File: config.mk
export PLATFORM = sky130hd
export DESIGN_NAME = rx_header_parser_flat
export DESIGN_NICKNAME = d
export VERILOG_FILES = /design/src/rtl/rx_header_parser_if.sv /design/src/rtl/rx_header_parser.sv /design/src/flat_wrapper.sv
export SDC_FILE = /design/constraint.sdc
export NUM_CORES = 1
export LEC_CHECK = 0
export CAP_MARGIN = 20
export CORE_ASPECT_RATIO = 0.8
export CORE_MARGIN = 2
export CORE_UTILIZATION = 40
export DETAILED_ROUTE_END_ITERATION = 7
export PLACE_DENSITY = 0.75
export SYNTH_ARGS = -nofsm -noshare
export SYNTH_HDL_FRONTEND = slang
export SYNTH_SLANG_ARGS = --single-unit
File: constraint.sdc
create_clock -name aclk -period 20.2 [get_ports aclk]
set_clock_uncertainty 0.15 [all_clocks]
set_input_delay 4.04 -clock aclk [delete_from_list [all_inputs] [get_ports aclk]]
set_output_delay 4.04 -clock aclk [all_outputs]
set_load 0.01 [all_outputs]
File: src/rtl/rx_header_parser_if.sv
// AXI-Stream bundle used for both the receive-side packet input and the
// payload output of rx_header_parser.
interface rx_header_parser_if #(
  parameter int DW = 32
) ();
  logic [DW-1:0]   tdata;
  logic [DW/8-1:0] tkeep;
  logic            tvalid;
  logic            tready;
  logic            tlast;

  modport master (output tdata, tkeep, tvalid, tlast, input tready);
  modport slave  (input tdata, tkeep, tvalid, tlast, output tready);
endinterface

File: src/rtl/rx_header_parser.sv
// Strips and validates the fixed 7-beat RDMA header from a receive stream,
// publishes the decoded fields and forwards only the payload.
module rx_header_parser #(
  parameter int          C_AXIS_TDATA_WIDTH = 32,
  parameter int          C_AXIS_TKEEP_WIDTH = 4,
  parameter int          HEADER_BEATS       = 7,
  parameter logic [23:0] HDR_MAGIC          = 24'hABABAB
) (
  input  logic               aclk,
  input  logic               areset,
  rx_header_parser_if.slave  s_axis,
  rx_header_parser_if.master m_axis,
  output logic [7:0]         rdma_opcode,
  output logic [23:0]        rdma_psn,
  output logic [23:0]        rdma_dest_qp,
  output logic [63:0]        rdma_remote_addr,
  output logic [15:0]        fragment_offset,
  output logic [31:0]        rdma_length,
  output logic [15:0]        rdma_partition_key,
  output logic [7:0]         rdma_service_level,
  output logic               hdr_valid,
  output logic               hdr_error,
  output logic               len_error,
  output logic               rx_done,
  output logic               rx_busy
);

  typedef enum logic [1:0] {
    ST_HEADER = 2'd0,
    ST_DATA   = 2'd1,
    ST_DROP   = 2'd2
  } state_e;

  localparam logic [2:0] LAST_BEAT = 3'(HEADER_BEATS - 1);

  function automatic logic [31:0] keep_bytes(input logic [C_AXIS_TKEEP_WIDTH-1:0] keep);
    logic [31:0] n;
    n = 32'd0;
    for (int i = 0; i < C_AXIS_TKEEP_WIDTH; i++) begin
      n = n + {31'd0, keep[i]};
    end
    return n;
  endfunction

  state_e      state_q, state_d;
  logic [2:0]  beat_cnt_q, beat_cnt_d;
  logic [31:0] byte_cnt_q, byte_cnt_d;
  logic [31:0] byte_sum_s;
  logic        commit_s;
  logic        s_hs_s;

  logic [C_AXIS_TDATA_WIDTH-1:0] s_tdata_s;
  logic [C_AXIS_TDATA_WIDTH-1:0] m_tdata_s;
  logic [C_AXIS_TKEEP_WIDTH-1:0] m_tkeep_s;
  logic                          m_tvalid_s;
  logic                          m_tlast_s;
  logic                          s_tready_s;

  logic        hdr_valid_q, hdr_valid_d;
  logic        hdr_error_q, hdr_error_d;
  logic        len_error_q, len_error_d;
  logic        rx_done_q, rx_done_d;
  logic        rx_busy_q, rx_busy_d;

  // Shadow copies of header beats 0..5, held until the magic check commits them.
  logic [7:0]  sh_opcode_q;
  logic [23:0] sh_psn_q;
  logic [23:0] sh_qp_q;
  logic [31:0] sh_addr_q;
  logic [15:0] sh_foff_q;
  logic [31:0] sh_len_q;
  logic [15:0] sh_pkey_q;

  logic [7:0]  opcode_q;
  logic [23:0] psn_q;
  logic [23:0] qp_q;
  logic [31:0] addr_q;
  logic [15:0] foff_q;
  logic [31:0] length_q;
  logic [15:0] pkey_q;
  logic [7:0]  sl_q;

  assign s_tdata_s = s_axis.tdata;
  assign s_hs_s    = s_axis.tvalid & s_tready_s;

  always_comb begin
    s_tready_s = 1'b1;
    m_tvalid_s = 1'b0;
    m_tdata_s  = {C_AXIS_TDATA_WIDTH{1'b0}};
    m_tkeep_s  = {C_AXIS_TKEEP_WIDTH{1'b0}};
    m_tlast_s  = 1'b0;
    if (state_q == ST_DATA) begin
      s_tready_s = m_axis.tready;
      m_tvalid_s = s_axis.tvalid;
      m_tdata_s  = s_tdata_s;
      m_tkeep_s  = s_axis.tkeep;
      m_tlast_s  = s_axis.tlast;
    end else begin
      s_tready_s = 1'b1;
    end
  end

  assign s_axis.tready = s_tready_s;
  assign m_axis.tvalid = m_tvalid_s;
  assign m_axis.tdata  = m_tdata_s;
  assign m_axis.tkeep  = m_tkeep_s;
  assign m_axis.tlast  = m_tlast_s;

  always_comb begin
    state_d     = state_q;
    beat_cnt_d  = beat_cnt_q;
    byte_cnt_d  = byte_cnt_q;
    commit_s    = 1'b0;
    hdr_valid_d = 1'b0;
    hdr_error_d = 1'b0;
    len_error_d = 1'b0;
    rx_done_d   = 1'b0;
    byte_sum_s  = byte_cnt_q + keep_bytes(s_axis.tkeep);
    case (state_q)
      ST_HEADER: begin
        if (s_hs_s) begin
          if (s_axis.tlast) begin
            hdr_error_d = 1'b1;
            beat_cnt_d  = 3'd0;
          end else if (beat_cnt_q == LAST_BEAT) begin
            beat_cnt_d = 3'd0;
            if (s_tdata_s[31:8] == HDR_MAGIC) begin
              commit_s    = 1'b1;
              hdr_valid_d = 1'b1;
              byte_cnt_d  = 32'd0;
              state_d     = ST_DATA;
            end else begin
              hdr_error_d = 1'b1;
              state_d     = ST_DROP;
            end
          end else begin
            beat_cnt_d = beat_cnt_q + 3'd1;
          end
        end else begin
          beat_cnt_d = beat_cnt_q;
        end
      end
      ST_DATA: begin
        if (s_hs_s) begin
          byte_cnt_d = byte_sum_s;
          if (s_axis.tlast) begin
            rx_done_d   = 1'b1;
            len_error_d = (byte_sum_s != length_q);
            state_d     = ST_HEADER;
            beat_cnt_d  = 3'd0;
          end else begin
            state_d = ST_DATA;
          end
        end else begin
          byte_cnt_d = byte_cnt_q;
        end
      end
      ST_DROP: begin
        if (s_hs_s && s_axis.tlast) begin
          state_d    = ST_HEADER;
          beat_cnt_d = 3'd0;
        end else begin
          state_d = ST_DROP;
        end
      end
      default: begin
        state_d    = ST_HEADER;
        beat_cnt_d = 3'd0;
      end
    endcase
    rx_busy_d = (state_d != ST_HEADER) || (beat_cnt_d != 3'd0);
  end

  always_ff @(posedge aclk or posedge areset) begin
    if (areset) begin
      state_q     <= ST_HEADER;
      beat_cnt_q  <= 3'd0;
      byte_cnt_q  <= 32'd0;
      hdr_valid_q <= 1'b0;
      hdr_error_q <= 1'b0;
      len_error_q <= 1'b0;
      rx_done_q   <= 1'b0;
      rx_busy_q   <= 1'b0;
    end else begin
      state_q     <= state_d;
      beat_cnt_q  <= beat_cnt_d;
      byte_cnt_q  <= byte_cnt_d;
      hdr_valid_q <= hdr_valid_d;
      hdr_error_q <= hdr_error_d;
      len_error_q <= len_error_d;
      rx_done_q   <= rx_done_d;
      rx_busy_q   <= rx_busy_d;
    end
  end

  always_ff @(posedge aclk or posedge areset) begin
    if (areset) begin
      sh_opcode_q <= 8'd0;
      sh_psn_q    <= 24'd0;
      sh_qp_q     <= 24'd0;
      sh_addr_q   <= 32'd0;
      sh_foff_q   <= 16'd0;
      sh_len_q    <= 32'd0;
      sh_pkey_q   <= 16'd0;
    end else if (state_q == ST_HEADER && s_hs_s) begin
      case (beat_cnt_q)
        3'd0: begin
          sh_opcode_q <= s_tdata_s[7:0];
          sh_psn_q    <= s_tdata_s[31:8];
        end
        3'd1: sh_qp_q   <= s_tdata_s[23:0];
        3'd2: sh_addr_q <= s_tdata_s[31:0];
        3'd3: sh_foff_q <= s_tdata_s[15:0];
        3'd4: sh_len_q  <= s_tdata_s[31:0];
        3'd5: sh_pkey_q <= s_tdata_s[15:0];
        default: sh_pkey_q <= sh_pkey_q;
      endcase
    end
  end

  // All fields update together on commit so downstream never sees a mixed header.
  always_ff @(posedge aclk or posedge areset) begin
    if (areset) begin
      opcode_q <= 8'd0;
      psn_q    <= 24'd0;
      qp_q     <= 24'd0;
      addr_q   <= 32'd0;
      foff_q   <= 16'd0;
      length_q <= 32'd0;
      pkey_q   <= 16'd0;
      sl_q     <= 8'd0;
    end else if (commit_s) begin
      opcode_q <= sh_opcode_q;
      psn_q    <= sh_psn_q;
      qp_q     <= sh_qp_q;
      addr_q   <= sh_addr_q;
      foff_q   <= sh_foff_q;
      length_q <= sh_len_q;
      pkey_q   <= sh_pkey_q;
      sl_q     <= s_tdata_s[7:0];
    end
  end

  assign rdma_opcode        = opcode_q;
  assign rdma_psn           = psn_q;
  assign rdma_dest_qp       = qp_q;
  assign rdma_remote_addr   = {32'h0000_0000, addr_q};
  assign fragment_offset    = foff_q;
  assign rdma_length        = length_q;
  assign rdma_partition_key = pkey_q;
  assign rdma_service_level = sl_q;
  assign hdr_valid          = hdr_valid_q;
  assign hdr_error          = hdr_error_q;
  assign len_error          = len_error_q;
  assign rx_done            = rx_done_q;
  assign rx_busy            = rx_busy_q;

endmodule

File: src/flat_wrapper.sv
// flat-port wrapper written by rule: the top's interface ports become plain ports
module rx_header_parser_flat 
#(
  parameter int          C_AXIS_TDATA_WIDTH = 32,
  parameter int          C_AXIS_TKEEP_WIDTH = 4,
  parameter int          HEADER_BEATS       = 7,
  parameter logic [23:0] HDR_MAGIC          = 24'hABABAB
)
  (aclk, areset, rdma_opcode, rdma_psn, rdma_dest_qp, rdma_remote_addr, fragment_offset, rdma_length, rdma_partition_key, rdma_service_level, hdr_valid, hdr_error, len_error, rx_done, rx_busy, s_axis_tdata, s_axis_tkeep, s_axis_tvalid, s_axis_tlast, s_axis_tready, m_axis_tdata, m_axis_tkeep, m_axis_tvalid, m_axis_tlast, m_axis_tready);
  rx_header_parser_if #(.DW(32)) s_axis_i ();
  rx_header_parser_if #(.DW(32)) m_axis_i ();
  input  logic aclk;
  input  logic areset;
  output logic [7:0] rdma_opcode;
  output logic [23:0] rdma_psn;
  output logic [23:0] rdma_dest_qp;
  output logic [63:0] rdma_remote_addr;
  output logic [15:0] fragment_offset;
  output logic [31:0] rdma_length;
  output logic [15:0] rdma_partition_key;
  output logic [7:0] rdma_service_level;
  output logic hdr_valid;
  output logic hdr_error;
  output logic len_error;
  output logic rx_done;
  output logic rx_busy;
  input wire logic [$bits(s_axis_i.tdata)-1:0] s_axis_tdata;
  input wire logic [$bits(s_axis_i.tkeep)-1:0] s_axis_tkeep;
  input wire logic [$bits(s_axis_i.tvalid)-1:0] s_axis_tvalid;
  input wire logic [$bits(s_axis_i.tlast)-1:0] s_axis_tlast;
  output wire logic [$bits(s_axis_i.tready)-1:0] s_axis_tready;
  output wire logic [$bits(m_axis_i.tdata)-1:0] m_axis_tdata;
  output wire logic [$bits(m_axis_i.tkeep)-1:0] m_axis_tkeep;
  output wire logic [$bits(m_axis_i.tvalid)-1:0] m_axis_tvalid;
  output wire logic [$bits(m_axis_i.tlast)-1:0] m_axis_tlast;
  input wire logic [$bits(m_axis_i.tready)-1:0] m_axis_tready;
  assign s_axis_i.tdata = s_axis_tdata;
  assign s_axis_i.tkeep = s_axis_tkeep;
  assign s_axis_i.tvalid = s_axis_tvalid;
  assign s_axis_i.tlast = s_axis_tlast;
  assign s_axis_tready = s_axis_i.tready;
  assign m_axis_tdata = m_axis_i.tdata;
  assign m_axis_tkeep = m_axis_i.tkeep;
  assign m_axis_tvalid = m_axis_i.tvalid;
  assign m_axis_tlast = m_axis_i.tlast;
  assign m_axis_i.tready = m_axis_tready;
  rx_header_parser #(.C_AXIS_TDATA_WIDTH(C_AXIS_TDATA_WIDTH), .C_AXIS_TKEEP_WIDTH(C_AXIS_TKEEP_WIDTH), .HEADER_BEATS(HEADER_BEATS), .HDR_MAGIC(HDR_MAGIC)) u_core (.aclk(aclk), .areset(areset), .s_axis(s_axis_i), .m_axis(m_axis_i), .rdma_opcode(rdma_opcode), .rdma_psn(rdma_psn), .rdma_dest_qp(rdma_dest_qp), .rdma_remote_addr(rdma_remote_addr), .fragment_offset(fragment_offset), .rdma_length(rdma_length), .rdma_partition_key(rdma_partition_key), .rdma_service_level(rdma_service_level), .hdr_valid(hdr_valid), .hdr_error(hdr_error), .len_error(len_error), .rx_done(rx_done), .rx_busy(rx_busy));
endmodule
==> impl_metrics.toml <==
[synthesis]
synth.avg_cell_area_um2 = 10.3
synth_top_area_share = 0.576
yosys-top-cells-area = "dfrtp_1, nand2_1, mux2_2"
seq_area_frac_synth = 0.576
synth_most_common_cell = "nand2_1"
synthesis.area_um2 = 15400
synth_common_cells = "nand2_1, dfrtp_1, mux2_2"
ys_warn_count = 0
yosys.area.top_type = "dfrtp_1"
ys_ff_latch = 354
synth.distinct_cells = 57
async_flop_share = 1.00
ys.flop_type = "dfrtp_1"
syn_inst = 1489
synth_edf_count = 0

[route]
ant_nets = 0
drt_iter0_markers = 909
routed_wl_um = 46200
vias = 11700
route.detailed.drc = 0
via_per_inst = 5.23
dr.pass1.iters = 5
wl_per_cell_um = 20.7

[floorplan]
num_rows = 64
initial_core_util = 0.404
die_w_um = 223
die_height_um = 179
dieArea_um2 = 40100
io_pins = 277
coreArea_um2 = 38100

[power_and_ir_drop]
leakagePower_nw = 9.44
p_int_mw = 1.38
sw_frac_of_total = 0.242
p_comb_frac = 0.101
seqPwrFrac = 0.497
pwr-share-clk = 0.402
finalPower_mw = 1.83
powerDensity_nw_per_um2 = 93.8
peakVddDrop_uv = 44.8
p_sw_mw = 0.443

[placed_design]
dp.cells = 2160
gp_congestion = 0.889
place_hpwl_um = 30600
numPortBuffers = 244
pre_cts_slack_ns = 10.34

[sta]
fmax_ghz = 0.101
final.setup.tns_ns = 0
worst_pin_slew_ns = 1.21
hold_viol_final = 0
setup_viol = 0
finalCritPeriodShare = 0.489
max_slew_margin = 0.194
postLayoutSetupSlackWorst_ns = 10.32
layout_min_cycle_time_ns = 9.88
grt_setup_unrepaired = "false"
drv_slew = 0

[cells_and_area]
nets = 1755
fin_util = 0.511
layout-drive-gt1-share = 0.141
finalNonFillerCells = 2229
area_delta_synth_final_pct = 26.6

[clock_network]
cts_buffer_depth = 3
cts.clk_slew.worst_paths_ns = 0.06
cts_sinks = 354
cts_htree_levels = 2
cts_hold_buf = 0
insertion_delay_ns = 0.53
cts_root_buf = "clkbuf_16"
cts_tree = "yes"
post_cts_buffers = 0
post_cts_resized = 0
cts_buffers = 38

[global_route]
grt_pass1_vias = 11700
gr-total-overflow = 0
met1_usage = 0.317
grt_pass1_wl_um = 71000
antenna_found_initial = 1
met3_usage = 0.0783
grt_usage = 0.229
gr-usage-met2 = 0.341
top_usage_layer = "met2"
grt_max_degree = 187

[worst_setup_path]
crit_fanout = 11
r2r_setup_slack_ns = 16.09
timing.rr.end = "u_core.len_error$_DFF_PP0_"
cp.required_ns = 16.01
worstSetupEndpointType = "output pin"
critPathLaunchType = "primary input"
r2r_cells = 15
arrival_ns = 5.69
timing.rr.start = "u_core.byte_cnt_q[0]$_DFFE_PP0P_"
startpoint = "s_axis_tvalid"
worst-setup-path-type = "in2out"
crit_path_end = "m_axis_tvalid"

[min_path]
holdCritPathClass = "reg2reg"
min_path_cells = 2

[run_status]
outcome = "completed"

[flow_run]
cap_violations = 0
cells in the final DEF, fill, tap and decap left out, types with 7 or more instances in the layout:
master,n
mux2_2,153
clkbuf_8,7
clkdlybuf4s50_1,244
and2_1,10
nor4_1,9
inv_1,15
xnor2_1,34
nor3_1,11
dfrtp_1,354
a21oi_1,10
o21ai_0,51
nand3_1,10
xor2_1,14
buf_4,13
conb_1,32
nand2_1,520
o31ai_1,13
clkbuf_16,39
and3_1,43
nor2_1,45
nand4_1,12
area by class of cell:
| class | count | area, µm² |
|---|---|---|
| diodes | 1 | 2.50 |
| repair buffers | 259 | 2580 |
| multi-input cells | 1036 | 6030 |
| inverters | 17 | 76.3 |
| clock buffers | 52 | 1090 |
| well taps | 495 | 619 |
| flip-flops and latches | 354 | 8860 |
| clock inverters | 15 | 214 |
| fillers | 3366 | 18600 |
worst min path at each step:
stage               slack [ns]                             from                             endpoint
floorplan                 0.28  u_core.sh_addr_q[0]$_DFFE_PP0P_         u_core.addr_q[0]$_DFFE_PP0P_
global placement          0.29   u_core.sh_qp_q[11]$_DFFE_PP0P_  u_core.rdma_dest_qp[11]$_DFFE_PP0P_
detailed placement        0.29  u_core.sh_psn_q[21]$_DFFE_PP0P_      u_core.rdma_psn[21]$_DFFE_PP0P_
CTS                       0.31  u_core.sh_psn_q[21]$_DFFE_PP0P_      u_core.rdma_psn[21]$_DFFE_PP0P_
global route              0.33  u_core.sh_psn_q[21]$_DFFE_PP0P_      u_core.rdma_psn[21]$_DFFE_PP0P_
finish                    0.31   u_core.sh_qp_q[11]$_DFFE_PP0P_  u_core.rdma_dest_qp[11]$_DFFE_PP0P_
through the flow:
step	instance area (µm²)	hold WS [ns]
global placement	18100	0.290
floorplan	15500	0.283
global route	19500	0.334
detailed placement	18100	0.293
finish	19500	0.311
CTS	19500	0.309
flip-flops by register name, indices dropped and copies added (netlist names):
signal	count
u_core.addr_q	32
u_core.byte_cnt_q	32
u_core.rdma_length	32
u_core.sh_addr_q	32
u_core.sh_len_q	32
u_core.rdma_dest_qp	24
u_core.rdma_psn	24
u_core.sh_psn_q	24
u_core.sh_qp_q	24
u_core.fragment_offset	16
u_core.rdma_partition_key	16
u_core.sh_foff_q	16
u_core.sh_pkey_q	16
u_core.rdma_opcode	8
u_core.rdma_service_level	8
u_core.sh_opcode_q	8
u_core.beat_cnt_q	3
u_core.state_q	2
u_core.hdr_error	1
u_core.hdr_valid	1
u_core.len_error	1
u_core.rx_busy	1
u_core.rx_done	1
worst max-delay path, stage by stage:
cell and delay (ns):
clkdlybuf4s50_1 0.78, and3_1 0.30, clkdlybuf4s50_1 0.56
per-layer routing:
layer	routed length (µm)	part of all wire
met1	20100	0.43
met3	4680	0.10
met5	0	0
met4	1080	0.023
met2	20300	0.44
cell families (layout without fill, tap and decap cells):
| family | after synthesis | count (layout) | share of synthesized area |
|---|---|---|---|
| compound gates | 103 | 103 | 0.0420 |
| flops | 354 | 354 | 0.576 |
| other cells | 1 | 33 | 0.000244 |
| mux | 156 | 156 | 0.114 |
| xor+xnor | 48 | 48 | 0.0273 |
| fa+ha+maj | 9 | 9 | 0.00813 |
| buf+inv | 130 | 343 | 0.0411 |
| simple gates | 688 | 688 | 0.192 |
power by group through the flow:
stage | registers (mW) | logic (mW) | clock network, mW
after floorplan | 0.885 | 0.145 | 0
after global placement | 0.913 | 0.178 | 0
after detailed placement | 0.916 | 0.186 | 0
after CTS | 0.905 | 0.187 | 0.749
after global routing | 0.922 | 0.202 | 0.783
final | 0.908 | 0.185 | 0.734
(Power assumes the default switching activity.)
